==> config.mk <==
export PLATFORM = sky130hd
export DESIGN_NAME = gpio_ctrl
export DESIGN_NICKNAME = d
export VERILOG_FILES = /design/src/rtl/gpio_ctrl.sv
export SDC_FILE = /design/constraint.sdc
export NUM_CORES = 1
export LEC_CHECK = 0
export BUFFER_PORTS_ARGS = -buffer_cell sky130_fd_sc_hd__buf_2
export CAP_MARGIN = 0
export CORE_MARGIN = 2
export CORE_UTILIZATION = 45
export DETAILED_ROUTE_END_ITERATION = 8
export PLACE_DENSITY = 0.68
export SLEW_MARGIN = 20
export SYNTH_ARGS = -nofsm -noshare
export SYNTH_HDL_FRONTEND = slang
export SYNTH_SLANG_ARGS = --single-unit
==> constraint.sdc <==
create_clock -name clk -period 1.8 [get_ports clk]
set_input_delay 0.27 -clock clk [delete_from_list [all_inputs] [get_ports clk]]
set_output_delay 0.27 -clock clk [all_outputs]
set_load 0.005 [all_outputs]
==> src/rtl/gpio_ctrl.sv <==
// gpio_ctrl: memory-mapped GPIO peripheral.
//   Holds DOUT/DIR/IRQ_EN/IRQ_POL registers and synchronizes pad inputs into DIN.
//   Detects edges per pin into a sticky IRQ_ST (write-1-to-clear) and raises a
//   registered level interrupt.
//   Register map (addr[4:2]): 0 DOUT, 1 DIR, 2 DIN (RO), 3 IRQ_EN, 4 IRQ_ST (W1C),
//   5 IRQ_POL (1=rise, 0=fall), 6/7 unmapped (read 0).
// Ports:
//   clk, reset_n          clock, async active-low reset
//   cs_gpio_n, we         chip select (active low), write enable
//   addr, be, write_data  byte address (addr[1:0] ignored), byte enables, write data
//   read_data_gpio        combinational read data, 0 unless selected for read
//   gpio_in               asynchronous pad inputs
//   gpio_out, gpio_oe     DOUT / DIR straight from flops
//   gpio_irq              registered level interrupt

// Per-pin input path: synchronizer, edge detect, sticky status bit.
module gpio_pin #(
   parameter int SYNC_STG = 2
) (
   input  logic clk,
   input  logic reset_n,
   input  logic pad,
   input  logic pol,
   input  logic arm,
   input  logic w1c,
   output logic din,
   output logic irq_st
);
   logic [SYNC_STG-1:0] sync_q;
   logic                din_d;
   logic                hit;

   assign din = sync_q[SYNC_STG-1];
   // arm stays low until the sync chain and din_d hold real pad samples,
   // so a pad that is already high at reset release is not seen as an edge.
   assign hit = arm & (pol ? (din & ~din_d) : (~din & din_d));

   always_ff @(posedge clk or negedge reset_n) begin
      if (!reset_n) begin
         sync_q <= '0;
         din_d  <= 1'b0;
         irq_st <= 1'b0;
      end else begin
         sync_q <= {sync_q[SYNC_STG-2:0], pad};
         din_d  <= din;
         // set wins over a same-cycle clear
         irq_st <= hit | (irq_st & ~w1c);
      end
   end
endmodule

module gpio_ctrl #(
   parameter int GPIO_W   = 16,
   parameter int SYNC_STG = 2
) (
   input  logic              clk,
   input  logic              reset_n,
   input  logic              cs_gpio_n,
   input  logic              we,
   input  logic [4:0]        addr,
   input  logic [3:0]        be,
   input  logic [31:0]       write_data,
   output logic [31:0]       read_data_gpio,
   input  logic [GPIO_W-1:0] gpio_in,
   output logic [GPIO_W-1:0] gpio_out,
   output logic [GPIO_W-1:0] gpio_oe,
   output logic              gpio_irq
);
   localparam logic [2:0] A_DOUT = 3'd0;
   localparam logic [2:0] A_DIR  = 3'd1;
   localparam logic [2:0] A_DIN  = 3'd2;
   localparam logic [2:0] A_IEN  = 3'd3;
   localparam logic [2:0] A_IST  = 3'd4;
   localparam logic [2:0] A_POL  = 3'd5;

   typedef struct packed {
      logic       wr;
      logic       rd;
      logic [2:0] sel;
   } bus_req_t;

   bus_req_t          req;
   logic [GPIO_W-1:0] bmask;
   logic [GPIO_W-1:0] wdata;
   logic [GPIO_W-1:0] dout, dir, irq_en, irq_pol;
   logic [GPIO_W-1:0] din, irq_st, w1c;
   logic [GPIO_W-1:0] reg_sel;
   logic [SYNC_STG:0] vld_pipe;
   logic              unused_bits;

   assign unused_bits = ^{addr[1:0], write_data};

   assign req.wr  = ~cs_gpio_n & we;
   assign req.rd  = ~cs_gpio_n & ~we;
   assign req.sel = addr[4:2];
   assign wdata   = write_data[GPIO_W-1:0];
   assign w1c     = (req.wr && req.sel == A_IST) ? (wdata & bmask) : '0;

   // per-bit write mask from the byte lanes
   for (genvar i = 0; i < GPIO_W; i++) begin : g_mask
      assign bmask[i] = be[i/8];
   end

   for (genvar i = 0; i < GPIO_W; i++) begin : g_pin
      gpio_pin #(.SYNC_STG(SYNC_STG)) u_pin (
         .clk     (clk),
         .reset_n (reset_n),
         .pad     (gpio_in[i]),
         .pol     (irq_pol[i]),
         .arm     (vld_pipe[SYNC_STG]),
         .w1c     (w1c[i]),
         .din     (din[i]),
         .irq_st  (irq_st[i])
      );
   end

   always_ff @(posedge clk or negedge reset_n) begin
      if (!reset_n) begin
         dout     <= '0;
         dir      <= '0;
         irq_en   <= '0;
         irq_pol  <= '0;
         vld_pipe <= '0;
         gpio_irq <= 1'b0;
      end else begin
         vld_pipe <= {vld_pipe[SYNC_STG-1:0], 1'b1};
         gpio_irq <= |(irq_st & irq_en);
         if (req.wr) begin
            case (req.sel)
               A_DOUT:  dout    <= (dout    & ~bmask) | (wdata & bmask);
               A_DIR:   dir     <= (dir     & ~bmask) | (wdata & bmask);
               A_IEN:   irq_en  <= (irq_en  & ~bmask) | (wdata & bmask);
               A_POL:   irq_pol <= (irq_pol & ~bmask) | (wdata & bmask);
               default: ;
            endcase
         end
      end
   end

   always_comb begin
      reg_sel = '0;
      case (req.sel)
         A_DOUT:  reg_sel = dout;
         A_DIR:   reg_sel = dir;
         A_DIN:   reg_sel = din;
         A_IEN:   reg_sel = irq_en;
         A_IST:   reg_sel = irq_st;
         A_POL:   reg_sel = irq_pol;
         default: reg_sel = '0;
      endcase
      read_data_gpio = '0;
      if (req.rd) read_data_gpio[GPIO_W-1:0] = reg_sel;
   end

   assign gpio_out = dout;
   assign gpio_oe  = dir;
endmodule

==> Word level (Yosys, flattened, before mapping) <==
Cells that the tools add are included.
{ "totals": {"regBits": 132, "in_bits": 61, "output_inout_bits": 65, "wordCells": 228} }
{ "classes": {"eq_ne": 5, "mux": 19, "bitwise_logic": 143, "reduce_logical": 7} }
{ "ops": {"columns": ["operator", "n"], "rows": [
  ["AND 16 bit", 6],
  ["one-hot mux 16 bit (6 select lines)", 1],
  ["AND 1 bit", 66],
  ["OR 16 bit", 4],
  ["NOT 1 bit", 50],
  ["two-way mux 16 bit", 2],
  ["two-way mux 1 bit", 16],
  ["NOT 16 bit", 1],
  ["OR 1 bit", 16],
  ["OR reduction 16 bit", 1],
  ["AND reduction 2 bit", 4],
  ["== test 3 x 2 -> 1 bit, second input constant", 2],
  ["== test 3 bit, second input constant", 2],
  ["== test 3 x 1 -> 1 bit, second input constant", 1],
  ["logical NOT 3 bit", 1],
  ["logical AND 1 bit", 1]
]} }

==> Logic depth before layout (Yosys ltp) <==
{ "logic_depth": {"word_depth": 7, "ltp_mapped": 7, "depth_no_buf": 4} }

==> Modules after synthesis <==
From an unflattened synthesis, not the netlist that was laid out.
{ "hier_totals": {"cells_unflattened": 423, "area_unflattened_um2": 5846.9} }
{ "by_module_without_submodules": {"columns": ["module", "instances", "cells_each", "area_each_um2", "seq_area_each_um2"], "rows": [
  ["gpio_ctrl", 1, 295, 3744.8, 1701.6],
  ["gpio_pin", 16, 8, 131.4, 100.1]
]} }

==> Worst setup path before layout <==
OpenSTA, ideal clock, no wires.
{ "synth_timing": {"kind": "input to output", "from": "input addr[2]", "to": "output read_data_gpio[10]", "t_arrival_ns": 1.196, "required_time_ns": 1.530, "slack_ns": 0.334, "path_stages": 6, "path_buffers": 3, "cell_sequence": "buf_4 buf_6 buf_4 mux2i_1 o22ai_1 o21a_1"} }
{ "synth_via": {"elab_chain_cells": 3} }
{ "synth_lines": {"columns": ["element", "line_no", "source"], "rows": [
  ["start, declared", "60", "input logic [4:0] addr,"],
  ["== test 3 bit, or another cell as far along", "142", "case (req.sel)"],
  ["one-hot mux 16 bit (6 select lines) *", "142", null],
  ["two-way mux 16 bit *", "152", "if (req.rd) read_data_gpio[GPIO_W-1:0] = reg_sel;"],
  ["end, declared", "63", "output logic [31:0] read_data_gpio,"]
]} }
Mark *: on every way between the ends. The rest lies on a longest branch, timed or not.

==> Worst setup path in the final report <==
{ "layout_timing": {"from": "register g_pin[14].u_pin.irq_st", "to": "output read_data_gpio[14]"} }
{ "layout_via": {"elab_chain_cells": 2} }
{ "layout_lines": {"columns": ["element", "line_no", "source"], "rows": [
  ["start, declared", "27", "output logic irq_st"],
  ["start signal, assigned", "47", "irq_st <= hit | (irq_st & ~w1c);"],
  ["one-hot mux 16 bit (6 select lines)", "142", null],
  ["two-way mux 16 bit", "152", null]
]} }
Every way passes these cells.

==> results.toml <==
[grt]
grt_max_degree = 63
grt_pass1_vias = 4352
overflow = 0
grt_pass1_wl_um = 22900
antenna_found_initial = 0
track_usage_pct = 21.3

[setup_path]
critPathArrivalTime_ns = 1.59
endpoint_kind = "primary output"
crit_chain = "mux4_2 -> nand2_2 -> o31ai_2 -> buf_2"
path_max_fanout = 2
crit_slowest_cell = "mux4_2"
critPathKind = "reg -> out"
setup.worst_path.start_class = "register"
critPathMaxStageDelay_ns = 0.48
crit_required_ns = 1.53

[timing]
finalMaxSlewViolations = 0
rsz0062_at_grt = "yes"
finalHoldViolations = 0
relSlewSlack_pct = 52.6
worst_slack_ns = -0.0601
clock_skew_ns = 0.00704
fin_crit_sh_pct = 103
clock.fmax_mhz = 538
fin_crit_ns = 1.86
setup_viol = 3
worstMarginPinSlew_ns = 0.712

[layout]
nNetsFinal = 679
multi_input_comb_area_um2 = 2460
n_antenna_cell = 0
stdcell_area_um2 = 7630
area_growth_pct = 28.0
final_common_cell = "dfrtp_1"
drive_gt1_share_pct = 41.4
fillCellCount = 1077
layout_common_cells = "132 x dfrtp_1, 86 x buf_2, 64 x nand2_1"
regArea_um2 = 3300

[place]
gp_congestion = 0.843
io_buffers = 89
dp_hpwl_um = 9880
dpl_cell_area_um2 = 6710

[yosys]
synth-warning-count = 0
syn_inst = 472
synth_top_area_share_pct = 55.4
yosysTopAreaCell = "dfrtp_1"
syn_area_um2 = 5960
ys_seq_elements = 132
synth.area.top_cells = "dfrtp_1 55%, mux2_2 9.8%, mux2i_1 4.2%, nand2_1 4.2%, mux2_4 4.0%"
seq_area_frac_synth_pct = 55.4
synth_cell_types = 41
syn_area_per_cell_um2 = 12.6

[route]
wl_per_cell_um = 17.8
post-route-drc-count = 0
wl_um = 14400
viasPerCell = 5.18
drtIter0Drc = 229
ant_nets = 0
dr.pass1.iters = 4
vias = 4180

[power]
clkPwrFrac_pct = 42.8
swShare_pct = 25.4
p_int_mw = 6.43
irDropWorstVdd_mv = 1.12
p_seq_share_pct = 42.3
p_comb_share_pct = 14.8
p_switching_mw = 2.19
leakagePower_nw = 3.66
power_mw = 8.62
powerDensity_nw_per_um2 = 1130

[clock_tree]
clkTransAtPathRegs_ns = 0.06
root_buffer = "clkbuf_16"
ctsLongestPathBuffers = 2
clock_latency_ns = 0.42
clock_sinks = 132
cts_buffers = 17
cts_tree = "done"
cts_max_level = 4

[worst_hold_path]
hold_path.class = "in -> reg"

[die]
ios = 126
fp.dieArea_um2 = 14200
dieHeight_um = 119
start_util_pct = 45.6
num_rows = 42
dieWidth_um = 119
core_um2 = 13100

[run]
cap_viol_max_count = 0

[status]
violations = "negative setup slack"
status = "complete, but fails checks"
==> worst paths after layout <==
kind / start / end / slack [ns] / depth (start not counted)
hold / removal: write_data[9] / register / 0.14 / 2
hold reg to reg: g_pin[9].u_pin.sync_q[0] / g_pin[9].u_pin.sync_q[1] / 0.34 / 0
max in group asynchronous: reset_n / asynchronous set/reset pin / 0.88 / 3
setup reg to reg: g_pin[14].u_pin.irq_st / gpio_irq / 0.33 / 5
setup / recovery: g_pin[14].u_pin.irq_st / read_data_gpio[14] / -0.06 / 4
min in group asynchronous: reset_n / g_pin[12].u_pin.sync_q[0] / 0.30 / 2
==> cell families after synthesis <==
| logic type | count (synthesis) | share of synthesized area, % |
|---|---|---|
| simple gates | 118 | 10.6 |
| compound gates | 88 | 10.1 |
| buf+inv | 36 | 4.66 |
| flops | 132 | 55.4 |
| other cells | 2 | 0.126 |
| mux | 96 | 19.2 |
==> what timing repair did <==
| item | CTS | global route |
|---|---|---|
| setup endpoints to repair | 14 | 13 |
| pin swaps | 1 | 2 |
| endpoints found under the hold margin | 47 | 0 |
| gates resized for setup | 4 | 5 |
| hold buffers | 17 | 0 |
| setup buffers | 5 | 7 |
==> power by group through the flow <==
stage               sequential (mW)  clock (mW)  combinational [mW]
global route                   3.69        3.89                1.39
CTS                            3.65        3.77                1.24
global placement               3.68           0                1.14
detailed placement             3.70           0                1.17
floorplan                      3.62           0               0.731
finish                         3.65        3.69                1.28
==> synthesized netlist by cell type (all sizes together) <==
master	instances
a31oi	3
a211o	5
mux2	68
nor3	2
nand2b	2
nor2	29
mux4	3
and3	2
or2b	1
nor2b	1
or2	2
o22ai	14
and2b	1
dfrtp	132
a21oi	15
nand3b	2
nor3b	3
a221oi	4
mux2i	25
a22o	20
o21ai	19
nand2	72
inv	1
clkbuf	2
o21a	7
o31ai	1
nand4	1
conb	2
buf	33
==> critical path, delay by kind of cell (launching register included) <==
| family | cells | cell delay [ns] |
|---|---|---|
| AO/OA/AOI/OAI | 1 | 0.06 |
| multiplexers | 1 | 0.48 |
| buffers and inverters | 1 | 0.14 |
| AND/OR/NAND/NOR | 1 | 0.09 |
| flip-flops | 1 | 0.40 |
==> through the flow <==
step | hold slack, ns | TNS [ns] | setup WS, ns | std cells | utilization (%)
2_1_floorplan | -0.0256 | 0 | 0.334 | 487 | -
3_3_place_gp | 0.170 | -3.91 | -0.115 | 746 | 51.3
3_5_place_dp | 0.175 | -3.80 | -0.129 | 746 | 51.3
4_1_cts | 0.122 | -0.199 | -0.0752 | 800 | 57.8
5_1_grt | 0.141 | -0.450 | -0.104 | 807 | 58.3
6_report | 0.144 | -0.155 | -0.0601 | 807 | 58.3
==> area by class of cell <==
class                           instances  share of cell area (%)
Multi-Input combinational cell        319                    32.2
Sequential cell                       132                    43.3
Clock buffer                           18                    5.75
Clock inverter                         14                    2.61
Inverter                                1                  0.0492
Tap cell                              176                    2.88
Timing Repair Buffer                  147                    13.2
==> layer usage <==
| metal | wire length (um) | track usage (%) |
|---|---|---|
| met1 | 6270 | 28.1 |
| met2 | 6960 | 33.5 |
| met3 | 851 | 6.03 |
| met4 | 316 | 8.11 |
| met5 | 0 | 0 |
(Power assumes the default switching activity.)
